==> config.mk <==
export PLATFORM = sky130hd
export DESIGN_NAME = pix_writer
export DESIGN_NICKNAME = d
export VERILOG_FILES = /design/src/rtl/julia_pkg.sv /design/src/rtl/pix_wr_fifo.sv /design/src/rtl/pix_writer.sv
export SDC_FILE = /design/constraint.sdc
export NUM_CORES = 1
export LEC_CHECK = 0
export CORE_AREA = 2 2 126 115
export CTS_BUF_LIST = sky130_fd_sc_hd__clkbuf_8
export CTS_CLUSTER_DIAMETER = 30
export DETAILED_ROUTE_END_ITERATION = 8
export DIE_AREA = 0 0 128 117
export PLACE_DENSITY = 0.72
export SLEW_MARGIN = 15
export SYNTH_ARGS = -nofsm -noshare
export SYNTH_HDL_FRONTEND = slang
export SYNTH_SLANG_ARGS = --single-unit
export TNS_END_PERCENT = 5
==> constraint.sdc <==
create_clock -name clk -period 4.05 [get_ports clk]
set_clock_uncertainty 0.15 [all_clocks]
set_input_delay 0.6075 -clock clk [delete_from_list [all_inputs] [get_ports clk]]
set_output_delay 0.6075 -clock clk [all_outputs]
set_load 0.01 [all_outputs]
==> src/rtl/julia_pkg.sv <==
// Shared types and default frame geometry for the Julia pixel-scan path.
package julia_pkg;

   typedef enum logic [1:0] {
      IDLE   = 2'd0,
      ACTIVE = 2'd1,
      DONE   = 2'd2
   } pw_state_t;

   localparam int DEF_IMG_WIDTH  = 640;
   localparam int DEF_IMG_HEIGHT = 480;
   localparam int PIX_TOTAL      = DEF_IMG_WIDTH * DEF_IMG_HEIGHT;

endpackage

==> src/rtl/pix_wr_fifo.sv <==
// Small synchronous FIFO holding pending {address, data} frame-buffer writes.
module pix_wr_fifo #(
   parameter int WIDTH = 27,
   parameter int DEPTH = 4
) (
   input  logic                     clk,
   input  logic                     rst,
   input  logic                     push,
   input  logic [WIDTH-1:0]         din,
   input  logic                     pop,
   output logic                     full,
   output logic                     empty,
   output logic [WIDTH-1:0]         head,
   output logic [$clog2(DEPTH):0]   count
);

   localparam int PTR_BITS = $clog2(DEPTH);
   localparam int CNT_BITS = PTR_BITS + 1;

   logic [WIDTH-1:0]    mem [DEPTH];
   logic [PTR_BITS-1:0] wr_ptr;
   logic [PTR_BITS-1:0] rd_ptr;
   logic                do_push;
   logic                do_pop;

   assign full    = (count == CNT_BITS'(DEPTH));
   assign empty   = (count == CNT_BITS'(0));
   assign head    = mem[rd_ptr];
   assign do_push = push && !full;
   assign do_pop  = pop && !empty;

   // Storage is cleared on reset so the write port shows zeros, not stale entries.
   always_ff @(posedge clk) begin
      if (rst) begin
         wr_ptr <= '0;
         rd_ptr <= '0;
         count  <= '0;
         for (int i = 0; i < DEPTH; i++) begin
            mem[i] <= '0;
         end
      end else begin
         if (do_push) begin
            mem[wr_ptr] <= din;
            wr_ptr      <= wr_ptr + PTR_BITS'(1);
         end
         if (do_pop) begin
            rd_ptr <= rd_ptr + PTR_BITS'(1);
         end
         case ({do_push, do_pop})
            2'b10:   count <= count + CNT_BITS'(1);
            2'b01:   count <= count - CNT_BITS'(1);
            default: count <= count;
         endcase
      end
   end

endmodule

==> src/rtl/pix_writer.sv <==
// Pixel sink: maps (x, y) to a linear frame-buffer address, queues the write
// and drives the SRAM req/ack port, tracking per-frame completion.
module pix_writer
   import julia_pkg::*;
#(
   parameter int NUM_X_BITS = 10,
   parameter int NUM_Y_BITS = 10,
   parameter int DATA_BITS  = 8,
   parameter int ADDR_BITS  = 19,
   parameter int IMG_WIDTH  = DEF_IMG_WIDTH,
   parameter int IMG_HEIGHT = DEF_IMG_HEIGHT,
   parameter int FIFO_DEPTH = 4
) (
   input  logic                  clk,
   input  logic                  rst,
   input  logic                  frame_start,
   input  logic                  in_valid,
   output logic                  in_ready,
   input  logic [NUM_X_BITS-1:0] in_x,
   input  logic [NUM_Y_BITS-1:0] in_y,
   input  logic [DATA_BITS-1:0]  in_iter,
   output logic                  mem_req,
   output logic [ADDR_BITS-1:0]  mem_addr,
   output logic [DATA_BITS-1:0]  mem_wdata,
   input  logic                  mem_ack,
   output logic [ADDR_BITS-1:0]  pix_count,
   output logic                  coord_err,
   output logic                  frame_done
);

   localparam int ENTRY_BITS = ADDR_BITS + DATA_BITS;
   localparam logic [ADDR_BITS-1:0] FRAME_PIX = ADDR_BITS'(IMG_WIDTH * IMG_HEIGHT);

   pw_state_t                 state;
   logic                      fifo_full;
   logic                      fifo_empty;
   logic [ENTRY_BITS-1:0]     fifo_head;
   logic [ENTRY_BITS-1:0]     fifo_din;
   logic [$clog2(FIFO_DEPTH):0] unused_fifo_count;
   logic                      accept;
   logic                      in_range;
   logic                      push;
   logic                      pop;
   logic [ADDR_BITS-1:0]      lin_addr;

   assign in_ready = (state == ACTIVE) && !fifo_full;
   assign accept   = in_valid && in_ready;
   assign in_range = (32'(in_x) < 32'(IMG_WIDTH)) && (32'(in_y) < 32'(IMG_HEIGHT));
   // Full-width multiply-add; the FIFO entry itself is the register stage.
   assign lin_addr = ADDR_BITS'(32'(in_y) * 32'(IMG_WIDTH) + 32'(in_x));
   assign fifo_din = {lin_addr, in_iter};
   assign push     = accept && in_range;
   assign pop      = mem_req && mem_ack;

   assign mem_req   = !fifo_empty;
   assign mem_addr  = fifo_head[ENTRY_BITS-1:DATA_BITS];
   assign mem_wdata = fifo_head[DATA_BITS-1:0];

   pix_wr_fifo #(
      .WIDTH (ENTRY_BITS),
      .DEPTH (FIFO_DEPTH)
   ) u_fifo (
      .clk   (clk),
      .rst   (rst),
      .push  (push),
      .din   (fifo_din),
      .pop   (pop),
      .full  (fifo_full),
      .empty (fifo_empty),
      .head  (fifo_head),
      .count (unused_fifo_count)
   );

   // Frame FSM with its registered status outputs; writes draining in DONE are not counted.
   always_ff @(posedge clk) begin
      if (rst) begin
         state      <= IDLE;
         pix_count  <= '0;
         coord_err  <= 1'b0;
         frame_done <= 1'b0;
      end else begin
         case (state)
            IDLE, DONE: begin
               if (frame_start) begin
                  state      <= ACTIVE;
                  pix_count  <= '0;
                  coord_err  <= 1'b0;
                  frame_done <= 1'b0;
               end
            end
            ACTIVE: begin
               if (accept && !in_range) begin
                  coord_err <= 1'b1;
               end
               if (pop) begin
                  pix_count <= pix_count + ADDR_BITS'(1);
                  if (pix_count == FRAME_PIX - ADDR_BITS'(1)) begin
                     state      <= DONE;
                     frame_done <= 1'b1;
                  end
               end
            end
            default: state <= IDLE;
         endcase
      end
   end

endmodule

# Word level (Yosys, flattened, before mapping)
# Memories as Yosys holds them, arrays and structs flattened. A register that Yosys moved wholly into a read port is not among the register bits.
# Index checks and enable logic that the tools add are counted.
# op_classes
add_sub_neg	6
multipliers	1
order_cmp	2
n_eq_ne	10
n_mux	24
n_reduce_logical	21
# op_table
cell	n
$mux 19	2
$pmux 19 s2	1
$mux 27	1
$reduce_or 27->1	1
$add 19x1->19 const B	1
$add 19x10->19	1
$eq 19x19->1 const B	1
$mul 10x3->12 const B	1
$mux 2	6
$lt 10x10->1 const B	1
$lt 10x9->1 const B	1
$mux 1	10
$reduce_and 3->1	3
$logic_and 1x1->1	8
$ne 2x1->1 const B	3
$pmux 3 s2	1
$add 2x1->2 const B	2
$eq 2x1->1 const B	2
$eq 2x2->1 const B	2
$pmux 1 s2	2
$pmux 2 s2	1
$reduce_and 4->1	1
$reduce_bool 2->1	2
$add 3x1->3 const B	1
7 further kinds	9
# word_totals
ff_bits	30
ramBits	108
inputBits	33
out_inout_bits	50
elab_cells	72
memories	1
# mem_list
memory	depth	width	read_ports	rd_clocked_by_memory_dff	wr	line	text
u_fifo.mem	4	27	1	1	4	pix_wr_fifo.sv:20	logic [WIDTH-1:0] mem [DEPTH];

# Depth between registers and ports, before layout
# depth
word_depth	11
mapped_depth	12
mapped_depth_nobuf	11

# By module
# From an unflattened synthesis, not the netlist that was laid out.
# unflattened
hier_cells	517
area_unflattened_um2	6975.4
# modules_own_cells
mod	instances	cells_each	area_each_um2	seq_area_each_um2
pix_wr_fifo	1	311	5207.5	3423.3
pix_writer	1	206	1767.9	460.4

# Worst setup path after synthesis
# No wires, ideal clock.
# synth_path
path_type	input -> register
startpoint	input in_y[1]
endpoint	memory u_fifo.mem[0][26] (data pin)
setup_time_ns	0.266
t_arrival_ns	3.001
t_required_ns	3.634
slack_ns	0.633
stages	10
path_buffers	0
path_cell_list	ha_1 -> ha_1 -> fa_1 -> a211oi_1 -> nor2_1 -> xor2_1 -> nand4_1 -> or3b_1 -> xnor3_2 -> nor2_1
# synth_rtl
element	line	text
from (decl)	pix_writer.sv:20	input logic [NUM_Y_BITS-1:0] in_y,
to (decl)	pix_wr_fifo.sv:20	

==> key figures <==
Floorplan
  • Chip Width: 128 um
  • Core area: 13,700 um^2
  • Chip Height: 117 um
  • Initial Util: 48.9%
  • DIE AREA: 15,000 um^2
  • Row cnt: 41
  • I/O pin count: 83

Detailed routing
  • DRT Pass-1 Iters: 4
  • # DRC: 0
  • Vias: 4,329
  • Starting DRC count in detailed routing: 300
  • Via density: 5.38
  • DRT Wirelength: 14.1 mm
  • Drt wl/cell: 17.5 um
  • Antenna-violating nets left: 0

Cells and area
  • Final Util: 60.0%
  • Layout cells sized above 1: between 10% and 20%
  • Area growth from synthesis to layout: 22.8%
  • Number of fill cells: 1,126
  • Post-layout nets: 677
  • Final non-filler cell total: 805
  • Antenna diode count: 0

Clocking
  • Reg clk slew, reported paths: 0.07 ns
  • Htree depth: 4
  • Number of clock sinks: 140
  • Cts hold-fix bufs: 0
  • CTS resizes: 0
  • Post-CTS setup buffers: 0
  • CTS Buffer Depth: 2
  • CTS Root Cell: clkbuf_8
  • Clock buffer count from CTS: 17
  • Worst-Skew Late Latency: 0.46 ns
  • TritonCTS clock tree: yes

Global routing
  • Initial antenna violation count: 0
  • Overall Global Routing Usage: 19.7%
  • Largest net degree at the start of global routing: 28
  • First-pass GRT wire length: roughly 22 mm
  • Remaining global-route overflow: 0
  • Vias in the first global route: between 4,000 and 5,000

Timing
  • Worst-Margin Slew: around 0.70 ns
  • Fin crit share: 84.3%
  • RSZ-0062 raised after global routing: no
  • Setup TNS: 0 ns
  • Final setup fails: 0
  • Rel. slew slack: between 50% and 60%
  • Fin worst setup slack: 0.637 ns
  • Min Clock Period, post-route: ~3.4 ns
  • Hold Fails Final Rpt: 0
  • Max Slew Vio Count: 0
  • Max Freq: 0.293 GHz

Place
  • Port bufs: 82
  • Pre-CTS WS: 0.148 ns
  • Placed Cells: 773
  • HPWL Detailed: 9.16 mm
  • Placer Congestion: 0.773

Worst setup path
  • Critical Path RT: 4.10 ns
  • Crit-path slowest cell: clkdlybuf4s50_1
  • CP cell instances: clkdlybuf4s50_1, ha_1, ha_1, fa_1, a211oi_1, nor2_1, xor2_1, buf_4, nand4_1, a211oi_1, a211oi_1, nor2_1
  • Most frequent CP cell: a211oi_1
  • Crit path max-delay family: adder cells
  • Worst-path maximum fanout: 4
  • Buf+Inv Stages, Crit Path: 2
  • Crit path kind: input pin to register
  • Crit. End Element: register
  • Startpoint Class: input pin
  • Arrival time of the worst setup path: 3.46 ns
  • CP max stage delay: 0.44 ns

Synthesis
  • Gate Count Post-Synth: 523
  • Seq/Total Area, Yosys: between 50% and 60%
  • Post-synth top cells: edfxtp_1, nor2_1, and2_1
  • Synth Flop Type: edfxtp_1
  • Most area-consuming cells after synthesis: edfxtp_1, dfxtp_1, mux4_2
  • Largest area contributor in the netlist: edfxtp_1
  • Number of synthesized flops with an enable pin: 108
  • Most repeated cell in the gate-level netlist after synthesis: edfxtp_1
  • Share of the synthesized area in the top cell type: 48.3%
  • Synth Cell Area: 6720 um^2
  • Avg Cell Area, Syn: ~13 um^2
  • Async S/R FF share, synth: 0%
  • Syn_nets: slightly below 600
  • Yosys reg bits: 140
  • Synth cell types: 52
  • Yosys Warn Count: 0

Power and ir drop
  • Cell Pwr Density: 391 nW/um^2
  • Power, Total: 3.23 mW
  • Leakage: between 3 and 4 nW
  • VDD IR max: 194 uV

Status
  • Status: completed

Min path
  • Min-Delay Path Class: register to register

Flow run
  • MaxCap Viol Count: 0
[cells in the final DEF (no fill, tap or decap), types with 5 or more instances in the layout]
cell type / count
or3_1: 7
a21oi_1: 14
nand3_1: 5
nor2_1: 76
xnor2_1: 11
xor2_1: 19
mux4_2: 27
dfxtp_1: 31
and2_1: 70
buf_4: 15
clkbuf_8: 17
inv_1: 13
and3_1: 6
ha_1: 21
clkdlybuf4s50_1: 82
nand2_1: 26
o21ai_0: 10
nand2b_1: 7
edfxtp_1: 108
[layout make-up]
type / count / area (um^2) / area share [%]
Clock buffer: 17 / 234 / 2.84
Multi-Input combinational cell: 350 / 2700 / 32.7
Inverter: 11 / 41.3 / 0.501
Tap cell: 172 / 215 / 2.61
Sequential cell: 140 / 3880 / 47.1
Clock inverter: 15 / 180 / 2.18
Timing Repair Buffer: 100 / 993 / 12.0
[through the flow]
| stage | area [um^2] | hold slack, ns |
|---|---|---|
| final | 8250 | 0.314 |
| after global routing | 8250 | 0.334 |
| after CTS | 8250 | 0.311 |
| after detailed placement | 7840 | 0.296 |
| after global placement | 7840 | 0.293 |
| after floorplan | 6720 | 0.295 |
[report_power, final]
| part | switching, mW | leakage, nW | internal (mW) | total (mW) |
|---|---|---|---|---|
| Sequential | 0.0144 | 1.37 | 1.59 | 1.60 |
| Combinational | 0.229 | 1.42 | 0.201 | 0.430 |
| Clock | 0.539 | 0.209 | 0.658 | 1.20 |
| Total | 0.783 | 3.00 | 2.45 | 3.23 |
[worst paths after layout]
path	start	to	slack (ns)	cells past startpoint
worst min-delay path	frame_done$_SDFFE_PP0P_	frame_done$_SDFFE_PP0P_	0.31	2
worst max-delay path	in_y[1]	u_fifo.mem[2][25]$_SDFFCE_PN0P_	0.64	12
worst max register to register	state[1]$_SDFFE_PP0P_	u_fifo.mem[0][11]$_SDFFCE_PN0P_	1.49	7
worst min register to register	frame_done$_SDFFE_PP0P_	frame_done$_SDFFE_PP0P_	0.31	2
[kinds of logic (layout without fill, tap and decap cells)]
logic type,Yosys count,count (layout),synth area share [%]
multiplexers,28,28,9.22
flip-flops,140,140,57.8
buffers and inverters,33,143,1.99
AND/OR/NAND/NOR,224,224,17.4
XOR/XNOR,32,32,4.51
adder cells (fa/ha/maj),24,24,4.81
AO/OA/AOI/OAI,42,42,4.25
[sequential cells by signal, summed over array words and instances, names as in the netlist, named ones only]
name	count
coord_err	1
u_fifo.rd_ptr	2
u_fifo.count	3
u_fifo.mem	108
pix_count	19
frame_done	1
u_fifo.wr_ptr	2
state	2
[metal layers]
metal	up-vias	track usage (%)	share of wire (%)
li1	2070	-	-
met1	2143	24.8	45
met2	98	33.0	49
met3	18	5.18	5.0
met4	0	8.13	1.3
met5	-	0	0
[tightest hold or removal path: cells and delay by family, from the launching register on]
family,cells,cell delay [ns]
and+or+nand+nor,1,0.05
AOI/OAI and AO/OA,1,0.05
DFF,1,0.32
Note: power is estimated with default switching activity, not from simulation.
